[src/rtl/fifo_rd_stream_pkg.sv]
// Shared constants and helpers for the FIFO read-side stream adapter.
// Buffer depth, occupancy width and default widths live here.
package fifo_rd_stream_pkg;

  localparam int BUF_DEPTH      = 2;
  localparam int OCC_WIDTH      = 2;
  localparam int DEF_DATA_WIDTH = 8;
  localparam int DEF_CNT_WIDTH  = 16;

  typedef logic [OCC_WIDTH-1:0] occ_t;

  localparam occ_t OCC_ONE  = occ_t'(1);
  localparam occ_t OCC_FULL = occ_t'(BUF_DEPTH);

  function automatic logic occ_full(occ_t c);
    return c == OCC_FULL;
  endfunction

endpackage

[src/rtl/rd_stream_buf.sv]
// Two-entry in-order skid buffer with head/tail indices.
// Head word and valid are taken straight from registers.
module rd_stream_buf
  import fifo_rd_stream_pkg::*;
#(
  parameter int DATA_WIDTH = DEF_DATA_WIDTH
) (
  input  logic                  clk,
  input  logic                  rst,
  input  logic                  clear,
  input  logic                  push,
  input  logic                  pop,
  input  logic [DATA_WIDTH-1:0] wdata,
  output logic                  valid,
  output logic                  full,
  output logic [DATA_WIDTH-1:0] rdata
);

  logic [DATA_WIDTH-1:0] entry [BUF_DEPTH];
  logic                  head;
  logic                  tail;
  occ_t                  count;
  logic                  do_pop;

  assign do_pop = pop && valid;
  assign valid  = count != '0;
  assign full   = occ_full(count);
  assign rdata  = entry[head];

  // Storage writes at tail; clear only rewinds the indices.
  always_ff @(posedge clk or posedge rst) begin
    if (rst) begin
      for (int i = 0; i < BUF_DEPTH; i++) begin
        entry[i] <= '0;
      end
    end else if (push && !clear) begin
      entry[tail] <= wdata;
    end
  end

  // Head, tail and occupancy bookkeeping.
  always_ff @(posedge clk or posedge rst) begin
    if (rst) begin
      head  <= 1'b0;
      tail  <= 1'b0;
      count <= '0;
    end else if (clear) begin
      head  <= 1'b0;
      tail  <= 1'b0;
      count <= '0;
    end else begin
      if (push) begin
        tail <= ~tail;
      end
      if (do_pop) begin
        head <= ~head;
      end
      unique case ({push, do_pop})
        2'b10:   count <= count + OCC_ONE;
        2'b01:   count <= count - OCC_ONE;
        default: count <= count;
      endcase
    end
  end

endmodule

[src/rtl/fifo_rd_stream.sv]
// Turns a FIFO read port into a valid/ready stream.
// Pops are gated by buffer space, flush and reset.
module fifo_rd_stream
  import fifo_rd_stream_pkg::*;
#(
  parameter int DATA_WIDTH = DEF_DATA_WIDTH,
  parameter int CNT_WIDTH  = DEF_CNT_WIDTH
) (
  input  logic                  rclk,
  input  logic                  rrst,
  input  logic                  rempty,
  input  logic [DATA_WIDTH-1:0] rdata,
  output logic                  rinc,
  input  logic                  flush,
  input  logic                  out_ready,
  output logic                  out_valid,
  output logic [DATA_WIDTH-1:0] out_data,
  output logic [CNT_WIDTH-1:0]  pop_cnt
);

  logic full;
  logic handshake;

  assign handshake = out_valid && out_ready;
  assign rinc      = !rrst && !rempty && !flush && !full;

  rd_stream_buf #(
    .DATA_WIDTH(DATA_WIDTH)
  ) u_buf (
    .clk  (rclk),
    .rst  (rrst),
    .clear(flush),
    .push (rinc),
    .pop  (handshake),
    .wdata(rdata),
    .valid(out_valid),
    .full (full),
    .rdata(out_data)
  );

  // Count completed output handshakes, wrapping naturally.
  always_ff @(posedge rclk or posedge rrst) begin
    if (rrst) begin
      pop_cnt <= '0;
    end else if (handshake) begin
      pop_cnt <= pop_cnt + CNT_WIDTH'(1);
    end
  end

endmodule

[config.mk]
export PLATFORM = sky130hd
export DESIGN_NAME = fifo_rd_stream
export DESIGN_NICKNAME = d
export VERILOG_FILES = /design/src/rtl/fifo_rd_stream_pkg.sv /design/src/rtl/rd_stream_buf.sv /design/src/rtl/fifo_rd_stream.sv
export SDC_FILE = /design/constraint.sdc
export NUM_CORES = 1
export LEC_CHECK = 0
export CAP_MARGIN = 25
export CORE_UTILIZATION = 44
export DETAILED_ROUTE_END_ITERATION = 7
export GPL_TIMING_DRIVEN = 0
export PLACE_DENSITY = 0.75
export SYNTH_ARGS = -nofsm -noshare
export SYNTH_HDL_FRONTEND = slang
export SYNTH_HIERARCHICAL = 1
export SYNTH_SLANG_ARGS = --single-unit
[constraint.sdc]
create_clock -name rclk -period 2.1 [get_ports rclk]
set_input_delay 0.42 -clock rclk [delete_from_list [all_inputs] [get_ports rclk]]
set_output_delay 0.42 -clock rclk [all_outputs]
set_load 0.01 [all_outputs]
# Word level (Yosys, flattened, before mapping)
# Index checks and enable logic that the tools add are counted.
# W data, S select, Z words.
op_classes:
  n_addsub: 3
  multipliers: 0
  n_div: 0
  n_lt_le_gt_ge: 3
  eq_ne: 3
  n_shift: 0
  n_mux: 12
  bitwise_logic: 4
  reduce_logical: 15
op_table:
  columns: ["operator", "count"]
  rows:
  - ["$mux W8", 4]
  - ["$add A16 B1 Y16 const B", 1]
  - ["$bwmux W16", 1]
  - ["$demux W8 S1", 1]
  - ["$logic_and A1 B1 Y1", 7]
  - ["$reduce_bool A2 Y1", 3]
  - ["$eq A2 B2 Y1 const B", 2]
  - ["$ge A2 B2 Y1 const B", 2]
  - ["$logic_not A1 Y1", 4]
  - ["$mux W1", 4]
  - ["$not A1 Y2", 2]
  - ["$pmux W2 S2", 1]
  - ["$reduce_bool A3 Y1", 1]
  - ["$add A2 B1 Y2 const B", 1]
  - ["$eq A2 B1 Y1 const B", 1]
  - ["$lt A2 B1 Y1 const B", 1]
  - ["$mux W2", 1]
  - ["$not A1 Y1", 2]
  - ["$sub A2 B1 Y2 const B", 1]
totals:
  ff_bits: 36
  latchBits: 0
  ram_bits: 0
  rom_bits: 0
  wordCells: 46
  memories: 0

# Logic depth before layout (Yosys ltp)
# Gate-level depths: netlist of the first run.
depth:
  word_depth: 7
  depth_mapped: 6
  ltp_nobuf: 6

# Cells and area by module
# Netlist of the first run, hierarchy kept.
modules_own_cells:
  columns: ["mod", "instances", "cells_per_inst", "area_per_inst_um2"]
  rows:
  - ["rd_stream_buf", 1, 65, 922.1]
  - ["fifo_rd_stream", 1, 62, 724.4]

# Least setup slack after synthesis of the first run
# OpenSTA, ideal clock, no wires.
synth_path:
  path_kind: "flip-flop to flip-flop"
  from: "register u_buf.count[1]"
  to: "register u_buf/entry[10] in the netlist's numbering"
  arrival_time_ns: 2.204
  required_time_ns: 1.975
  path_slack_ns: -0.229
  path_stages_with_launch: 6
  path_cell_list: "dfrtp_1 nor2b_1 nor4_1 nand2b_2 nor2_4 mux2_2"
synth_between:
  elab_chain_len: 4
synth_rtl:
  columns: ["item", "line", "text"]
  rows:
  - ["start: declaration", "rd_stream_buf.sv:22", "occ_t count;"]
  - ["start signal: assignment", "rd_stream_buf.sv:59", "2'b10: count <= count + OCC_ONE;"]
  - ["start signal: assignment", "rd_stream_buf.sv:60", "2'b01: count <= count - OCC_ONE;"]
  - ["start signal: assignment", "rd_stream_buf.sv:61", "default: count <= count;"]
  - ["$eq A2 B2 Y1", "fifo_rd_stream_pkg.sv:16", "return c == OCC_FULL;"]
  - ["net full", "fifo_rd_stream.sv:21", "logic full;"]
  - ["$logic_not A1 Y1", "fifo_rd_stream.sv:25", "assign rinc = !rrst && !rempty && !flush && !full;"]
  - ["$logic_and A1 B1 Y1", "fifo_rd_stream.sv:25", null]
  - ["net rinc", "fifo_rd_stream.sv:13", "output logic rinc,"]
  - ["$logic_and A1 B1 Y1", "rd_stream_buf.sv:36", "end else if (push && !clear) begin"]
  - ["end signal: indexed assignment", "rd_stream_buf.sv:37", "entry[tail] <= wdata;"]
  - ["end: declaration", "rd_stream_buf.sv:19", "logic [DATA_WIDTH-1:0] entry [BUF_DEPTH];"]
# The timed path passes the listed nets, and every way through them passes these cells.
# A chain may end at the register's enable or synchronous reset.

# Worst setup path in the final report of the first run
layout_path:
  from: "register u_buf.head"
  to: "output out_data[2]"
layout_between:
  elab_chain_len: 4
layout_rtl:
  columns: ["item", "line", "text"]
  rows:
  - ["start: declaration", "rd_stream_buf.sv:20", "logic head;"]
  - ["start signal: assignment", "rd_stream_buf.sv:56", "head <= ~head;"]
  - ["$not A1 Y2 (not written as such)", "rd_stream_buf.sv:28", "assign rdata = entry[head];"]
  - ["$mux W8 (not written as such) (3 in a row)", "rd_stream_buf.sv:28", null]
  - ["end: declaration", "fifo_rd_stream.sv:17", "output logic [DATA_WIDTH-1:0] out_data,"]
# Every way passes these cells. The select of a mux whose other input is x is not followed.

==> results of run 1 <==
==> stage by stage <==
stage	setup slack, ns	util (%)	power (mW)
2_1_floorplan	0.1689	-	1.042
3_3_place_gp	-0.5854	60.28	1.226
3_5_place_dp	-0.6241	60.28	1.247
4_1_cts	0.05337	63.85	1.836
5_1_grt	0.008361	63.85	1.924
6_report	0.06922	63.85	1.811
==> cells in the mapped netlist <==
master,number
sky130_fd_sc_hd__a2111oi_2,1
sky130_fd_sc_hd__a21oi_1,1
sky130_fd_sc_hd__and2_4,1
sky130_fd_sc_hd__and4_1,2
sky130_fd_sc_hd__and4_2,1
sky130_fd_sc_hd__and4_4,1
sky130_fd_sc_hd__buf_2,1
sky130_fd_sc_hd__dfrtp_1,36
sky130_fd_sc_hd__ha_1,1
sky130_fd_sc_hd__inv_1,5
sky130_fd_sc_hd__mux2_2,25
sky130_fd_sc_hd__mux2i_1,2
sky130_fd_sc_hd__nand2_1,5
sky130_fd_sc_hd__nand2b_2,1
sky130_fd_sc_hd__nand2b_4,1
sky130_fd_sc_hd__nand3_1,5
sky130_fd_sc_hd__nand3b_2,1
sky130_fd_sc_hd__nand4_1,4
sky130_fd_sc_hd__nor2_1,7
sky130_fd_sc_hd__nor2_4,1
sky130_fd_sc_hd__nor2b_1,1
sky130_fd_sc_hd__nor3_2,1
sky130_fd_sc_hd__nor4_1,1
sky130_fd_sc_hd__o21ai_0,2
sky130_fd_sc_hd__or2_1,1
sky130_fd_sc_hd__or2_2,2
sky130_fd_sc_hd__xnor2_1,11
sky130_fd_sc_hd__xor2_1,6
==> kinds of logic (layout without fill, tap and decap cells) <==
family          count (synthesis)  in the layout  synth area share [%]
compound gates                  4              4                 1.823
xor+xnor                       17             17                 9.042
fa+ha+maj                       1              1                0.7598
buf+inv                         6             53                 1.444
flops                          36             36                 54.71
mux                            27             27                 18.31
simple gates                   36             36                 13.91
==> what timing repair did <==
action | CTS | global route
resized for setup | 4 | 0
setup endpoints to repair | 23 | 0
setup buffers | 1 | 0
==> critical path: stages (launching register included) <==
cell and delay (ns):
sky130_fd_sc_hd__dfrtp_1 0.32, sky130_fd_sc_hd__buf_4 0.18, sky130_fd_sc_hd__mux2_2 0.35, sky130_fd_sc_hd__clkdlybuf4s50_1 0.49
==> worst paths after layout <==
| path | slack, ns | cells past startpoint | end | from |
|---|---|---|---|---|
| setup / recovery | 0.07 | 3 | out_data[2] | u_buf/head$_DFFE_PP0P_ |
| hold / removal | 0.47 | 1 | pop_cnt[15]$_DFFE_PP0P_ | pop_cnt[15]$_DFFE_PP0P_ |
| setup reg to reg | 0.32 | 6 | u_buf/entry[15]$_DFFE_PP0P_ | u_buf/count[1]$_DFFE_PP0P_ |
| hold reg to reg | 0.47 | 1 | pop_cnt[15]$_DFFE_PP0P_ | pop_cnt[15]$_DFFE_PP0P_ |
| max in group asynchronous | 0.96 | 2 | u_buf/count[1]$_DFFE_PP0P_ | rrst |
| min in group asynchronous | 0.63 | 2 | pop_cnt[0]$_DFFE_PP0P_ | rrst |
==> flip-flops by register name, summed over array words and instances, names as in the netlist <==
signal,count
pop_cnt,16
u_buf/head,1
u_buf/tail,1
u_buf/entry,16
u_buf/count,2
==> layer usage <==
layer | GRT usage, % | vias up | routed length, um
met5 | 0 | - | 0
met4 | 5.966 | 0 | 28
met3 | 4.891 | 4 | 110
met2 | 28.49 | 33 | 1489
met1 | 20.49 | 548 | 1310
li1 | - | 536 | -
==> report_power, final <==
part	internal, mW	switching, mW
clock network	0.352	0.228
logic	0.242	0.132
registers	0.785	0.0732
total	1.38	0.433
==> layout make-up <==
class / count / area share, %
Sequential cell: 36 / 40.68
Multi-Input combinational cell: 85 / 33.28
Timing Repair Buffer: 39 / 17.40
Clock buffer: 6 / 3.277
Tap cell: 46 / 2.599
Clock inverter: 2 / 1.582
Inverter: 5 / 0.8475
Buffer: 1 / 0.3390
==> key figures, run 1 <==
Yosys
  • Synthesized netlist net count: approximately 140
  • Cells after synthesis: 127
  • Number of synthesized register bits: 36
  • Main area contributors after synthesis: sky130_fd_sc_hd__dfrtp_1 55%, sky130_fd_sc_hd__mux2_2 17%, sky130_fd_sc_hd__xnor2_1 5.9%
  • Mapped Area: approximately 0.0016 mm^2
  • Synth unique cells: 28
  • Number of warning messages in the yosys log: 6
  • Sequential area share after synthesis: about 55%
  • Area share of the largest cell type after synthesis: between 50% and 60%
  • Top cell type by total area after synthesis: sky130_fd_sc_hd__dfrtp_1
  • Per-instance average area after synthesis: about 13 um^2

GRT
  • Number of global-route vias before repair: between 1000 and 1500
  • Wire length of the first global-routing pass: roughly 5200 um
  • Global Route Usage Sum: 16.89%
  • Maximum number of pins on one net before global-route repair: 21
  • Residual overflow from global routing: 0
  • Initial antenna violation count: 0

Place
  • Placer's final routability congestion estimate: 0.7510
  • Placed wire-length estimate: between 2000 and 2500 um
  • Placed Cells incl. Taps: around 210
  • Number of input and output port buffers inserted: 38
  • Dpl cell area: between 0.002 and 0.0025 mm^2

Clock tree
  • Clock tree from TritonCTS: built
  • CTS Buf Count: 5
  • Clk buf depth: 2
  • Worst-skew pair later-pin latency: 0.28 ns
  • Clock sink total: 36
  • CTS clock-pin slew for the worst setup and hold paths: 0.07 ns
  • H-tree levels: 2
  • Post-cts hold buffer count: 0
  • Clock root buffer: sky130_fd_sc_hd__clkbuf_8

STA
  • Final hold vios: 0
  • Final critical-path share of the clock period: between 90% and 100%
  • Slew margin rel.: between 50% and 60%
  • Post-Route Skew: about 0.0038 ns
  • Unrepaired setup endpoints after global routing: no
  • Max Fclk: a little under 0.5 GHz
  • Final setup violating endpoints: 0
  • Final min period: between 2 and 2.5 ns
  • Worst-case hold slack: roughly 0.47 ns
  • Slew at the pin closest to its max-slew limit: between 0.7 and 0.8 ns
  • Number of pins exceeding their max-slew limit in the final report: 0
  • Sum of negative setup slack: 0 ns

Finish
  • Filler Cell Count: around 290
  • Layout overhead on the synthesized area: 34.50%
  • Final nets: about 190
  • Register cell area after layout: approximately 900 um^2
  • Post-route design area: around 0.0022 mm^2
  • Area occupied by multi-input gates: 737.0 um^2
  • Fraction of layout instances using a drive strength above 1: roughly a quarter
  • Commonest cells after routing, fill and taps aside: 36 x sky130_fd_sc_hd__clkdlybuf4s50_1, 36 x sky130_fd_sc_hd__dfrtp_1, 25 x sky130_fd_sc_hd__mux2_2
  • # diodes: 0
  • Non-Filler Instances: 220

Power and ir drop
  • Pwr per Cell Area: between 800 and 900 mW/mm^2
  • Static leakage power: about 0.99 nW
  • Largest voltage drop on the vdd net: roughly 540 uV

Setup path
  • Critical path data required time: 1.68 ns
  • Data arrival, critical path: about 1.6 ns
  • Crit path kind: flop to output port
  • Peak fanout along the critical path: 9
  • Endpoint kind of the worst setup timing path: output port
  • Launching element type of the critical path: flop

Routing
  • Average vias per placed instance: about 5.1
  • Number of antenna-violating nets in the routed design: 0
  • Remaining routing DRC violations: 0
  • Total number of vias: between 1000 and 1500
  • Wire per inst: 13.36 um
  • Overall routed net length: around 2900 um
  • Router iterations before antenna repair: 4
  • Initial DRC count: 45

Floorplan
  • Number of cell rows: 21
  • Initial Util: a little under half
  • Height of the die: about 63 um
  • Die Footprint: approximately 0.004 mm^2
  • Width of the die: ~63 um
  • Core box area: about 0.0035 mm^2
  • Count of boundary I/O pins: 39

Worst hold path
  • Hold crit path type: flop to flop

Job
  • Max Cap Violations: 0

Run status
  • Status: complete, no violations
No activity file was read; power rests on OpenSTA's default activity.
==> inputs of run 2 (changes only) <==
--- a/config.mk
+++ b/config.mk
@@ -5,10 +5,10 @@
 export SDC_FILE = /design/constraint.sdc
 export NUM_CORES = 1
 export LEC_CHECK = 0
+export ABC_CLOCK_PERIOD_IN_PS = 2100
 export CAP_MARGIN = 25
 export CORE_UTILIZATION = 44
 export DETAILED_ROUTE_END_ITERATION = 7
-export GPL_TIMING_DRIVEN = 0
 export PLACE_DENSITY = 0.75
 export SYNTH_ARGS = -nofsm -noshare
 export SYNTH_HDL_FRONTEND = slang
==> key figures, run 2 (same netlist as run 1, synthesis figures left out) <==
Power and ir drop
  • Largest voltage drop on the vdd net: 472.9 uV (was 538.8 uV)
  • Static leakage power: 0.9862 nW (was 0.9854 nW)
  • Pwr per Cell Area: 779.0 mW/mm^2 (was 817.9 mW/mm^2)

Setup path
  • Crit path kind: flop to output port (unchanged)
  • Endpoint kind of the worst setup timing path: output port (unchanged)
  • Critical Path Source: u_buf/head$_DFFE_PP0P_ (unchanged)
  • CP endpoint: out_data[5] (was out_data[2])
  • Data arrival, critical path: 1.60 ns (was 1.61 ns)
  • Critical register-to-register path startpoint: u_buf/count[1]$_DFFE_PP0P_ (unchanged)
  • Critical path data required time: 1.68 ns (about the same)
  • Launching element type of the critical path: flop (unchanged)
  • Worst setup slack for register-to-register paths: 0.29 ns (was 0.32 ns)
  • Peak fanout along the critical path: 9 (unchanged)
  • Worst reg2reg path endpoint: u_buf/entry[14]$_DFFE_PP0P_ (was u_buf/entry[15]$_DFFE_PP0P_)
  • Worst-case reg-to-reg path depth: 6 (unchanged)

GRT
  • Initial antenna violation count: 0 (unchanged)
  • Maximum number of pins on one net before global-route repair: 21 (unchanged)
  • Met1 usage in global routing: 19.98% (was 20.49%)
  • Number of global-route vias before repair: 1210 (was 1159)
  • Met3 Resource Use GR: 4.167% (was 4.891%)
  • Residual overflow from global routing: 0 (unchanged)
  • GR Util met2: 31.05% (was 28.49%)
  • Wire length of the first global-routing pass: 5361 um (was 5202 um)
  • Layer with the highest usage after global routing: met2 (unchanged)
  • Global Route Usage Sum: 17.43% (was 16.89%)

Routing
  • Router iterations before antenna repair: 4 (unchanged)
  • Total number of vias: 1127 (was 1121)
  • Remaining routing DRC violations: 0 (unchanged)
  • Average vias per placed instance: 5.054 (was 5.095)
  • Number of antenna-violating nets in the routed design: 0 (unchanged)
  • Overall routed net length: 3051 um (was 2939 um)
  • Wire per inst: 13.68 um (was 13.36 um)
  • Initial DRC count: 15 (was 45)

Finish
  • Commonest cells after routing, fill and taps aside: 37 x sky130_fd_sc_hd__clkdlybuf4s50_1, 35 x sky130_fd_sc_hd__dfrtp_1, 25 x sky130_fd_sc_hd__mux2_2 (was 36 x sky130_fd_sc_hd__clkdlybuf4s50_1, 36 x sky130_fd_sc_hd__dfrtp_1, 25 x sky130_fd_sc_hd__mux2_2)
  • Largest registers ranked by flip-flop count: pop_cnt: 16 flops, u_buf/entry: 16 flops, u_buf/count: 2 flops (unchanged)
  • Fraction of layout instances using a drive strength above 1: 27.68% (was 26.44%)
  • Non-Filler Instances: 223 (was 220)
  • # diodes: 0 (unchanged)
  • Filler Cell Count: 298 (was 291)
  • Leading cell type in the layout, fill and taps excluded: sky130_fd_sc_hd__clkdlybuf4s50_1
  • Layout overhead on the synthesized area: 34.42% (was 34.50%)
  • Final nets: 190 (was 187)

Clock tree
  • Clock tree from TritonCTS: built (unchanged)
  • Clock sink total: 36 (unchanged)
  • Clk buf depth: 2 (unchanged)
  • Clock root buffer: sky130_fd_sc_hd__clkbuf_8 (unchanged)
  • CTS clock-pin slew for the worst setup and hold paths: 0.07 ns (about the same)
  • Worst-skew pair later-pin latency: 0.27 ns (was 0.28 ns)
  • H-tree levels: 2 (unchanged)
  • CTS Buf Count: 5 (unchanged)

STA
  • Slew at the pin closest to its max-slew limit: 0.5973 ns (was 0.7213 ns)
  • Number of pins exceeding their max-slew limit in the final report: 0 (unchanged)
  • Max Fclk: 0.4939 GHz (was 0.4924 GHz)
  • Worst-case hold slack: 0.4735 ns (was 0.4685 ns)
  • Slew margin rel.: 60.14% (was 51.86%)
  • Final min period: 2.025 ns (was 2.031 ns)
  • Final critical-path share of the clock period: 96.42% (was 96.70%)
  • Post-route worst setup slack: 0.07521 ns (was 0.06922 ns)
  • Final setup violating endpoints: 0 (unchanged)
  • Unrepaired setup endpoints after global routing: no (unchanged)
  • Final hold vios: 0 (unchanged)
  • Post-Route Skew: 0.003155 ns (was 0.003772 ns)

Floorplan
  • Initial Util: 47.47% (unchanged)
  • Number of cell rows: 21 (unchanged)
  • Width of the die: 63.18 um (unchanged)
  • Core box area: 0.003468 mm^2 (unchanged)
  • Die Footprint: 0.003991 mm^2 (unchanged)
  • Count of boundary I/O pins: 39 (unchanged)
  • Height of the die: 63.18 um (unchanged)

Place
  • Worst setup timing slack at the placement stage: -0.1379 ns (was -0.6241 ns)
  • Placed Cells incl. Taps: 214 (was 211)
  • Placer's final routability congestion estimate: 0.7269 (was 0.7510)
  • Placed wire-length estimate: 2241 um (was 2130 um)
  • Number of input and output port buffers inserted: 38 (unchanged)

Worst hold path
  • Hold crit path type: flop to flop (unchanged)

Job
  • Max Cap Violations: 0 (unchanged)

Run status
  • Status: complete, no violations (unchanged)
## run 2: report_power, final
group	leakage, nW	switching, mW	internal, mW
clock	0.0455	0.221	0.267
sequential	0.476	0.0736	0.785
combinational	0.465	0.132	0.245
total	0.986	0.426	1.30
## run 2: metal layers
layer,share of wire [%],up-vias,routed length (um)
met3,3.8,2,117
met2,53,31,1622
li1,-,537,-
met5,0,-,0
met1,43,557,1298
met4,0.39,0,12
## run 2: worst min path at each step
stage	startpoint	to	slack [ns]	depth (start not counted)
CTS	pop_cnt[15]$_DFFE_PP0P_	pop_cnt[15]$_DFFE_PP0P_	0.48	1
global placement	pop_cnt[15]$_DFFE_PP0P_	pop_cnt[15]$_DFFE_PP0P_	0.46	1
finish	pop_cnt[15]$_DFFE_PP0P_	pop_cnt[15]$_DFFE_PP0P_	0.47	1
floorplan	rrst	pop_cnt[0]$_DFFE_PP0P_	0.33	1
global route	pop_cnt[15]$_DFFE_PP0P_	pop_cnt[15]$_DFFE_PP0P_	0.49	1
detailed placement	pop_cnt[15]$_DFFE_PP0P_	pop_cnt[15]$_DFFE_PP0P_	0.47	1
## run 2: layout make-up
type	instances	area, um^2	area share, %
clock buffer	8	90.09	4.070
inverter	5	18.77	0.8479
multi-input combinational	85	728.2	32.90
sequential	36	902.1	40.76
tap	46	57.56	2.600
timing repair buffer	43	416.7	18.82
## run 2: timing repair
| item | 4_1_cts | 5_1_grt |
|---|---|---|
| resized for setup | 2 | 0 |
| cloned | 0 | 0 |
| hold buffers | 0 | 0 |
| buffers inserted | 0 | 1 |
| setup endpoints to repair | 9 | 1 |
## run 2: worst max-delay path, stage by stage (launching register included)
cell and delay [ns]:
sky130_fd_sc_hd__dfrtp_2 0.48, sky130_fd_sc_hd__mux2_2 0.37, sky130_fd_sc_hd__clkdlybuf4s50_1 0.48
## run 2: metrics by stage
step | TNS (ns) | cell area (um^2) | utilization [%] | power, mW
after floorplan | 0 | 1653 | - | 1.042
after global placement | -0.4414 | 2116 | 61.00 | 1.233
after detailed placement | -1.260 | 2116 | 61.00 | 1.253
after CTS | 0 | 2206 | 63.60 | 1.750
after global routing | 0 | 2213 | 63.82 | 1.830
final | 0 | 2213 | 63.82 | 1.724
==> inputs of run 3 (changes only) <==
--- a/config.mk
+++ b/config.mk
@@ -12,5 +12,4 @@
 export PLACE_DENSITY = 0.75
 export SYNTH_ARGS = -nofsm -noshare
 export SYNTH_HDL_FRONTEND = slang
-export SYNTH_HIERARCHICAL = 1
 export SYNTH_SLANG_ARGS = --single-unit
==> key figures, run 3 <==
Run status
  • Status: complete, no violations (unchanged)

STA
  • Number of pins exceeding their max-slew limit in the final report: 0 (unchanged)
  • Slew margin rel.: 74.57% (was 60.14%)
  • Final hold vios: 0 (unchanged)
  • Final min period: 2.042 ns (was 2.025 ns)
  • Post-route worst setup slack: 0.05798 ns (was 0.07521 ns)
  • Unrepaired setup endpoints after global routing: no (unchanged)
  • Worst-case hold slack: 0.4705 ns (was 0.4735 ns)
  • Final setup violating endpoints: 0 (unchanged)
  • Slew at the pin closest to its max-slew limit: 0.3805 ns (was 0.5973 ns)
  • Post-Route Skew: 0.005054 ns (was 0.003155 ns)
  • Final critical-path share of the clock period: 97.24% (was 96.42%)
  • Max Fclk: 0.4897 GHz (was 0.4939 GHz)

Routing
  • Overall routed net length: 3174 um (was 3051 um)
  • Remaining routing DRC violations: 0 (unchanged)
  • Initial DRC count: 52 (was 15)
  • Router iterations before antenna repair: 5 (was 4)
  • Wire per inst: 13.80 um (was 13.68 um)
  • Average vias per placed instance: 5.191 (was 5.054)
  • Total number of vias: 1194 (was 1127)
  • Number of antenna-violating nets in the routed design: 0 (unchanged)

Finish
  • # diodes: 0 (unchanged)
  • Area occupied by multi-input gates: 720.7 um^2 (was 728.2 um^2)
  • Register cell area after layout: 902.1 um^2 (unchanged)
  • Leading cell type in the layout, fill and taps excluded: sky130_fd_sc_hd__clkdlybuf4s50_1 (unchanged)
  • Final nets: 197 (was 190)
  • Fraction of layout instances using a drive strength above 1: 21.74% (was 27.68%)
  • Largest registers ranked by flip-flop count: pop_cnt: 16 flops, u_buf.entry: 16 flops, u_buf.count: 2 flops (was pop_cnt: 16 flops, u_buf/entry: 16 flops, u_buf/count: 2 flops)
  • Layout overhead on the synthesized area: 34.83% (was 34.42%)
  • Commonest cells after routing, fill and taps aside: 37 x sky130_fd_sc_hd__clkdlybuf4s50_1, 35 x sky130_fd_sc_hd__dfrtp_1, 16 x sky130_fd_sc_hd__mux2_2 (was 37 x sky130_fd_sc_hd__clkdlybuf4s50_1, 35 x sky130_fd_sc_hd__dfrtp_1, 25 x sky130_fd_sc_hd__mux2_2)
  • Filler Cell Count: 284 (was 298)
  • Core utilization of the finished layout: 63.96% (was 63.82%)
  • Post-route design area: 0.002218 mm^2 (was 0.002213 mm^2)
  • Non-Filler Instances: 230 (was 223)

Power and ir drop
  • Pwr per Cell Area: 823.3 mW/mm^2 (was 779.0 mW/mm^2)
  • Share of total power in sequential cells: 49.6% (was 49.8%)
  • Internal Power: 1.328 mW (was 1.298 mW)
  • Switching power share of the total: 27.30% (was 24.72%)
  • Largest voltage drop on the vdd net: 391.2 uV (was 472.9 uV)
  • Fraction of power consumed by combinational cells: 24.4% (was 21.9%)
  • Static leakage power: 0.9699 nW (was 0.9862 nW)
  • Part of the power in the clock network: 26.0% (was 28.3%)
  • Switching power of the nets: 0.4986 mW (was 0.4262 mW)

Yosys
  • Area share of the largest cell type after synthesis: 54.75% (was 54.71%)
  • Most numerous cell types in the synthesized netlist: 36 x sky130_fd_sc_hd__dfrtp_1, 16 x sky130_fd_sc_hd__mux2_2, 11 x sky130_fd_sc_hd__xnor2_1 (was 36 x sky130_fd_sc_hd__dfrtp_1, 25 x sky130_fd_sc_hd__mux2_2, 11 x sky130_fd_sc_hd__xnor2_1)
  • Main area contributors after synthesis: sky130_fd_sc_hd__dfrtp_1 55%, sky130_fd_sc_hd__mux2_2 11%, sky130_fd_sc_hd__xnor2_1 5.9% (was sky130_fd_sc_hd__dfrtp_1 55%, sky130_fd_sc_hd__mux2_2 17%, sky130_fd_sc_hd__xnor2_1 5.9%)
  • Number of synthesized register bits: 36 (unchanged)
  • Top cell type by total area after synthesis: sky130_fd_sc_hd__dfrtp_1 (unchanged)
  • Per-instance average area after synthesis: 12.46 um^2 (was 12.97 um^2)
  • Synthesized netlist net count: 146 (was 141)
  • Mapped Area: 0.001645 mm^2 (was 0.001647 mm^2)
  • Count of flip-flops with a built-in enable after synthesis: 0 (unchanged)
  • Cells after synthesis: 132 (was 127)
  • Sequential area share after synthesis: 54.75% (was 54.71%)
  • Ys async rst share: 100.0% (unchanged)
  • Most common cell in the synthesized netlist: sky130_fd_sc_hd__dfrtp_1 (unchanged)
  • Number of warning messages in the yosys log: 0 (was 6)
  • Most used flip-flop cell after synthesis: sky130_fd_sc_hd__dfrtp_1 (unchanged)
  • Synth unique cells: 28 (unchanged)

Setup path
  • Endpoint kind of the worst setup timing path: output port (unchanged)
  • Peak fanout along the critical path: 9 (unchanged)
  • Critical path data required time: 1.68 ns (about the same)
  • Worst setup slack for register-to-register paths: 0.33 ns (was 0.29 ns)
  • Launching element type of the critical path: flop (unchanged)
  • Data arrival, critical path: 1.62 ns (was 1.60 ns)
  • Crit path kind: flop to output port (unchanged)

Floorplan
  • Height of the die: 63.15 um (was 63.18 um)
  • Width of the die: 63.15 um (was 63.18 um)
  • Die Footprint: 0.003988 mm^2 (was 0.003991 mm^2)
  • Initial Util: 47.44% (was 47.47%)
  • Count of boundary I/O pins: 39 (unchanged)
  • Core box area: 0.003468 mm^2 (unchanged)
  • Number of cell rows: 21 (unchanged)

Clock tree
  • Worst-skew pair later-pin latency: 0.28 ns (was 0.27 ns)
  • Clock root buffer: sky130_fd_sc_hd__clkbuf_8 (unchanged)
  • H-tree levels: 2 (unchanged)
  • Clock tree from TritonCTS: built (unchanged)
  • Post-cts hold buffer count: 0 (unchanged)
  • CTS Buf Count: 5 (unchanged)
  • Clk buf depth: 2 (unchanged)
  • Clock sink total: 36 (unchanged)
  • CTS clock-pin slew for the worst setup and hold paths: 0.07 ns (about the same)

Place
  • Dpl cell area: 0.002131 mm^2 (was 0.002116 mm^2)
  • Placed wire-length estimate: 2397 um (was 2241 um)
  • Placed Cells incl. Taps: 222 (was 214)
  • Number of input and output port buffers inserted: 38 (unchanged)
  • Worst setup timing slack at the placement stage: -0.09822 ns (was -0.1379 ns)
  • Placer's final routability congestion estimate: 0.7314 (was 0.7269)

Worst hold path
  • Hold crit path type: flop to flop (unchanged)

GRT
  • Global Route Usage Sum: 18.33% (was 17.43%)
  • Initial antenna violation count: 0 (unchanged)
  • Wire length of the first global-routing pass: 5575 um (was 5361 um)
  • Number of global-route vias before repair: 1231 (was 1210)
  • Residual overflow from global routing: 0 (unchanged)
  • Maximum number of pins on one net before global-route repair: 19 (was 21)

Job
  • Max Cap Violations: 0 (unchanged)
==> run 3: cell count changes after synthesis, moves of 3 or more <==
cell                      delta
sky130_fd_sc_hd__nor3_1      +3
sky130_fd_sc_hd__inv_1       -4
sky130_fd_sc_hd__mux2_2      -9
sky130_fd_sc_hd__nand2_1     +5
sky130_fd_sc_hd__a21oi_1     +3
sky130_fd_sc_hd__mux2_1      +8
==> run 3: what timing repair did <==
item	4_1_cts	5_1_grt
setup endpoints to repair	9	0
gates resized for setup	2	0
setup buffers	0	0
==> run 3: through the flow <==
step | setup TNS (ns) | total power, mW
finish | 0 | 1.826
global route | 0 | 1.939
CTS | 0 | 1.853
detailed placement | -0.2532 | 1.374
global placement | -0.06575 | 1.343
floorplan | 0 | 1.122
==> run 3: worst max-delay path: stages, from the launching register on <==
cell and delay, ns:
sky130_fd_sc_hd__dfrtp_2 0.49, sky130_fd_sc_hd__mux2_2 0.37, sky130_fd_sc_hd__clkdlybuf4s50_1 0.48
==> run 3: cell type report <==
| cell class | instances | area share, % |
|---|---|---|
| Clock buffer | 5 | 3.102 |
| Clock inverter | 3 | 0.8460 |
| Inverter | 1 | 0.1692 |
| Multi-Input combinational cell | 92 | 32.49 |
| Sequential cell | 36 | 40.67 |
| Tap cell | 46 | 2.594 |
| Timing Repair Buffer | 47 | 20.14 |
==> run 3: cells by family (layout without fill, tap and decap cells) <==
logic type | after synthesis | after routing | share of synthesized area, %
AND/OR/NAND/NOR | 42 | 42 | 14.37
flip-flops | 36 | 36 | 54.75
multiplexers | 24 | 24 | 16.43
XOR/XNOR | 17 | 17 | 9.049
AO/OA/AOI/OAI | 8 | 8 | 3.194
buffers and inverters | 4 | 56 | 1.444
adder cells (fa/ha/maj) | 1 | 1 | 0.7603
==> run 3: final timing paths <==
path / start / to / cells past startpoint
setup / recovery: u_buf.head$_DFFE_PP0P_ / out_data[3] / 2
hold / removal: pop_cnt[15]$_DFFE_PP0P_ / pop_cnt[15]$_DFFE_PP0P_ / 1
setup reg to reg: u_buf.count[1]$_DFFE_PP0P_ / u_buf.entry[10]$_DFFE_PP0P_ / 6
hold reg to reg: pop_cnt[15]$_DFFE_PP0P_ / pop_cnt[15]$_DFFE_PP0P_ / 1
max in group asynchronous: rrst / u_buf.head$_DFFE_PP0P_ / 4
min in group asynchronous: rrst / pop_cnt[13]$_DFFE_PP0P_ / 4
==> run 3: power groups by stage <==
stage / clock, mW / combinational, mW / sequential, mW
6_report: 0.474 / 0.446 / 0.906
5_1_grt: 0.533 / 0.485 / 0.921
4_1_cts: 0.491 / 0.454 / 0.908
3_5_place_dp: 0 / 0.453 / 0.921
3_3_place_gp: 0 / 0.435 / 0.908
2_1_floorplan: 0 / 0.213 / 0.909
==> run 3: layer usage <==
layer	global-route usage [%]	wire (um)
met1	19.84	1277
met2	32.39	1699
met3	5.978	130
met4	7.849	65
met5	0	0
==> edit, RTL diff (flow settings as in run 1) <==
`DEF_CNT_WIDTH`: 16 -> 24.
--- a/src/rtl/fifo_rd_stream_pkg.sv
+++ b/src/rtl/fifo_rd_stream_pkg.sv
@@ -6,5 +6,5 @@
   localparam int OCC_WIDTH      = 2;
   localparam int DEF_DATA_WIDTH = 8;
-  localparam int DEF_CNT_WIDTH  = 16;
+  localparam int DEF_CNT_WIDTH  = 24;
 
   typedef logic [OCC_WIDTH-1:0] occ_t;
Ports: changed (resized pop_cnt); port bits go from 39 to 47. No check against the original RTL was run, so the function may have changed too.
==> edit against run 1 <==
  * Count of clock-buffer cells in the layout down 1
  * Maximum frequency is 0.24% higher
  * Clock skew up 0.0043 ns
  * Setup slack improved by 0.0049 ns
  * Sequential cell count up 8
  * Final area increased by 21%
  * Wire length rose by 28%
  * Highest routed layer unchanged
  * Area after synthesis is 22% higher
  * First-iteration DRC count increased by 60%
  * Total power up 11%
==> edit: results (changes against run 1) <==
- Status: complete, no violations
- Critical Path AT: 1.61 ns (about the same)
- Worst min-delay path endpoint: pop_cnt[23]
- Top post-synthesis cells by area: dfrtp_1 (55%), mux2_2 (14%), xnor2_1 (8.7%)
- Post-synth ARST share: 100% (unchanged)
- Min-delay src: pop_cnt[23]
- Routability Congestion: 0.686 (-8.6%)
- Max FO, Critical Path: 9 (unchanged)
- Biggest regs: pop_cnt: 24 flops, u_buf/entry: 16 flops, u_buf/count: 2 flops
- Met3 usage: 4.07% (-0.82 points)
- Layout fillers: 337 (+16%)
- Largest net degree at the start of global routing: 25 (+19%)
- Min-delay worst type: flip-flop to flip-flop
- Drt initial violations: 72 (+60%)
- Number of global-route vias before repair: 1369 (+18%)
- Synthesized net count: 170 (+21%)
- Number of hold violations in the final report: 0 (unchanged)
- FF-to-FF End: u_buf/entry[9]
- Most common library cells after synthesis: dfrtp_1 (44), mux2_2 (25), xnor2_1 (20), nand2_1 (12)
- DPL Wire Length: 2.80 mm (+32%)
- Global Route met2 Usage: 30.3% (+1.8 points)
- Met1 Use GR: 19.7% (-0.84 points)
- First-pass GRT wire length: 6.38 mm (+23%)
- GR Util All Layers: 17.0% (+0.066 points)
- Worst VDD drop: 0.446 mV (-17%)
- Maximum root-to-sink buffer count: 2 (unchanged)
- Wire per inst: 14.3 um (+7.1%)
- Share of layout cells above drive strength 1: 22.3% (-4.2 points)
- Synth warn: 6 (unchanged)
- Unique masters post-synth: 30 (+7.1%)
- DRT Pass-1 Iters: 2 (-2)
- Worst-path clk slew: 0.08 ns
- Slew at the pin with the worst max-slew slack: 0.889 ns (+0.168 ns)
- PortBufs: 46 (+21%)
- Via/cell ratio: 5.06 (-0.75%)
- Pleak: 1.19 nW (+21%)
- WHS Path Cells: 1 (unchanged)
- Antenna violations before repair: 0 (unchanged)
- Sequential area share after synthesis: 54.9% (+0.15 points)
- Final hold slack: 0.485 ns (+0.0168 ns)
- Fin nets: 224 (+20%)
- Clk_skew: 0.00806 ns (+0.00429 ns)
## edit: power breakdown
group | switching (W) | total, W | internal, W
clock network | 0.000272 | 0.000624 | 0.000352
logic | 0.000136 | 0.000378 | 0.000242
registers | 0.0000722 | 0.00101 | 0.000938
## edit: worst max-delay path by stage
stage,startpoint,to,slack (ns),cells past startpoint
floorplan,u_buf/count[1],u_buf/entry[10],0.17,5
global placement,flush,rinc,-0.58,3
detailed placement,flush,rinc,-0.61,3
CTS,u_buf/head,out_data[5],0.02,3
global route,u_buf/head,out_data[4],0.02,3
finish,u_buf/head,out_data[5],0.07,3
## edit: worst max-delay path, cell delays in order (launching register included)
cell             delay [ns]
dfrtp_1                0.34
buf_6                  0.15
mux2_2                 0.35
clkdlybuf4s50_1        0.48
## edit: cell families (layout without fill, tap and decap cells)
kind of cell | Yosys count | count (layout) | synth area share (%)
multiplexers | 27 | 27 | 15.0
adder cells (fa/ha/maj) | 1 | 1 | 0.623
buffers and inverters | 7 | 62 | 1.37
XOR/XNOR | 25 | 25 | 10.9
AO/OA/AOI/OAI | 4 | 4 | 1.50
flip-flops | 44 | 44 | 54.9
AND/OR/NAND/NOR | 48 | 48 | 15.7
## edit: routing by layer
| metal | up-vias | part of all wire, % |
|---|---|---|
| met5 | - | 0 |
| met1 | 646 | 41 |
| li1 | 645 | - |
| met2 | 34 | 53 |
| met4 | 0 | 1.1 |
| met3 | 5 | 5.2 |
## edit: area by class of cell
type	instances	area (um^2)	share of cell area (%)
inverter	6	22.5	0.843
multi-input combinational	105	893	33.5
timing repair buffer	47	465	17.4
clock buffer	5	68.8	2.58
tap	52	65.1	2.44
sequential	44	1100	41.2
clock inverter	3	42.5	1.59
buffer	1	11.3	0.422
## edit: metrics by stage
step / std cells / utilization [%] / setup WS [ns] / instance area [um^2] / total power, W
6_report: 263 / 61.3 / 0.0741 / 2670 / 0.00201
5_1_grt: 263 / 61.3 / 0.0215 / 2670 / 0.00213
4_1_cts: 263 / 61.2 / 0.0235 / 2670 / 0.00205
3_5_place_dp: 254 / 58.3 / -0.614 / 2540 / 0.00141
3_3_place_gp: 254 / 58.3 / -0.583 / 2540 / 0.00138
2_1_floorplan: 156 / - / 0.169 / 2010 / 0.00120
## edit: what timing repair did
action	CTS	global route
pin swaps	1	0
setup buffers	1	0
endpoints found under the hold margin	0	0
gates cloned	0	0
endpoints found under the setup margin	25	2
gates resized for setup	4	1
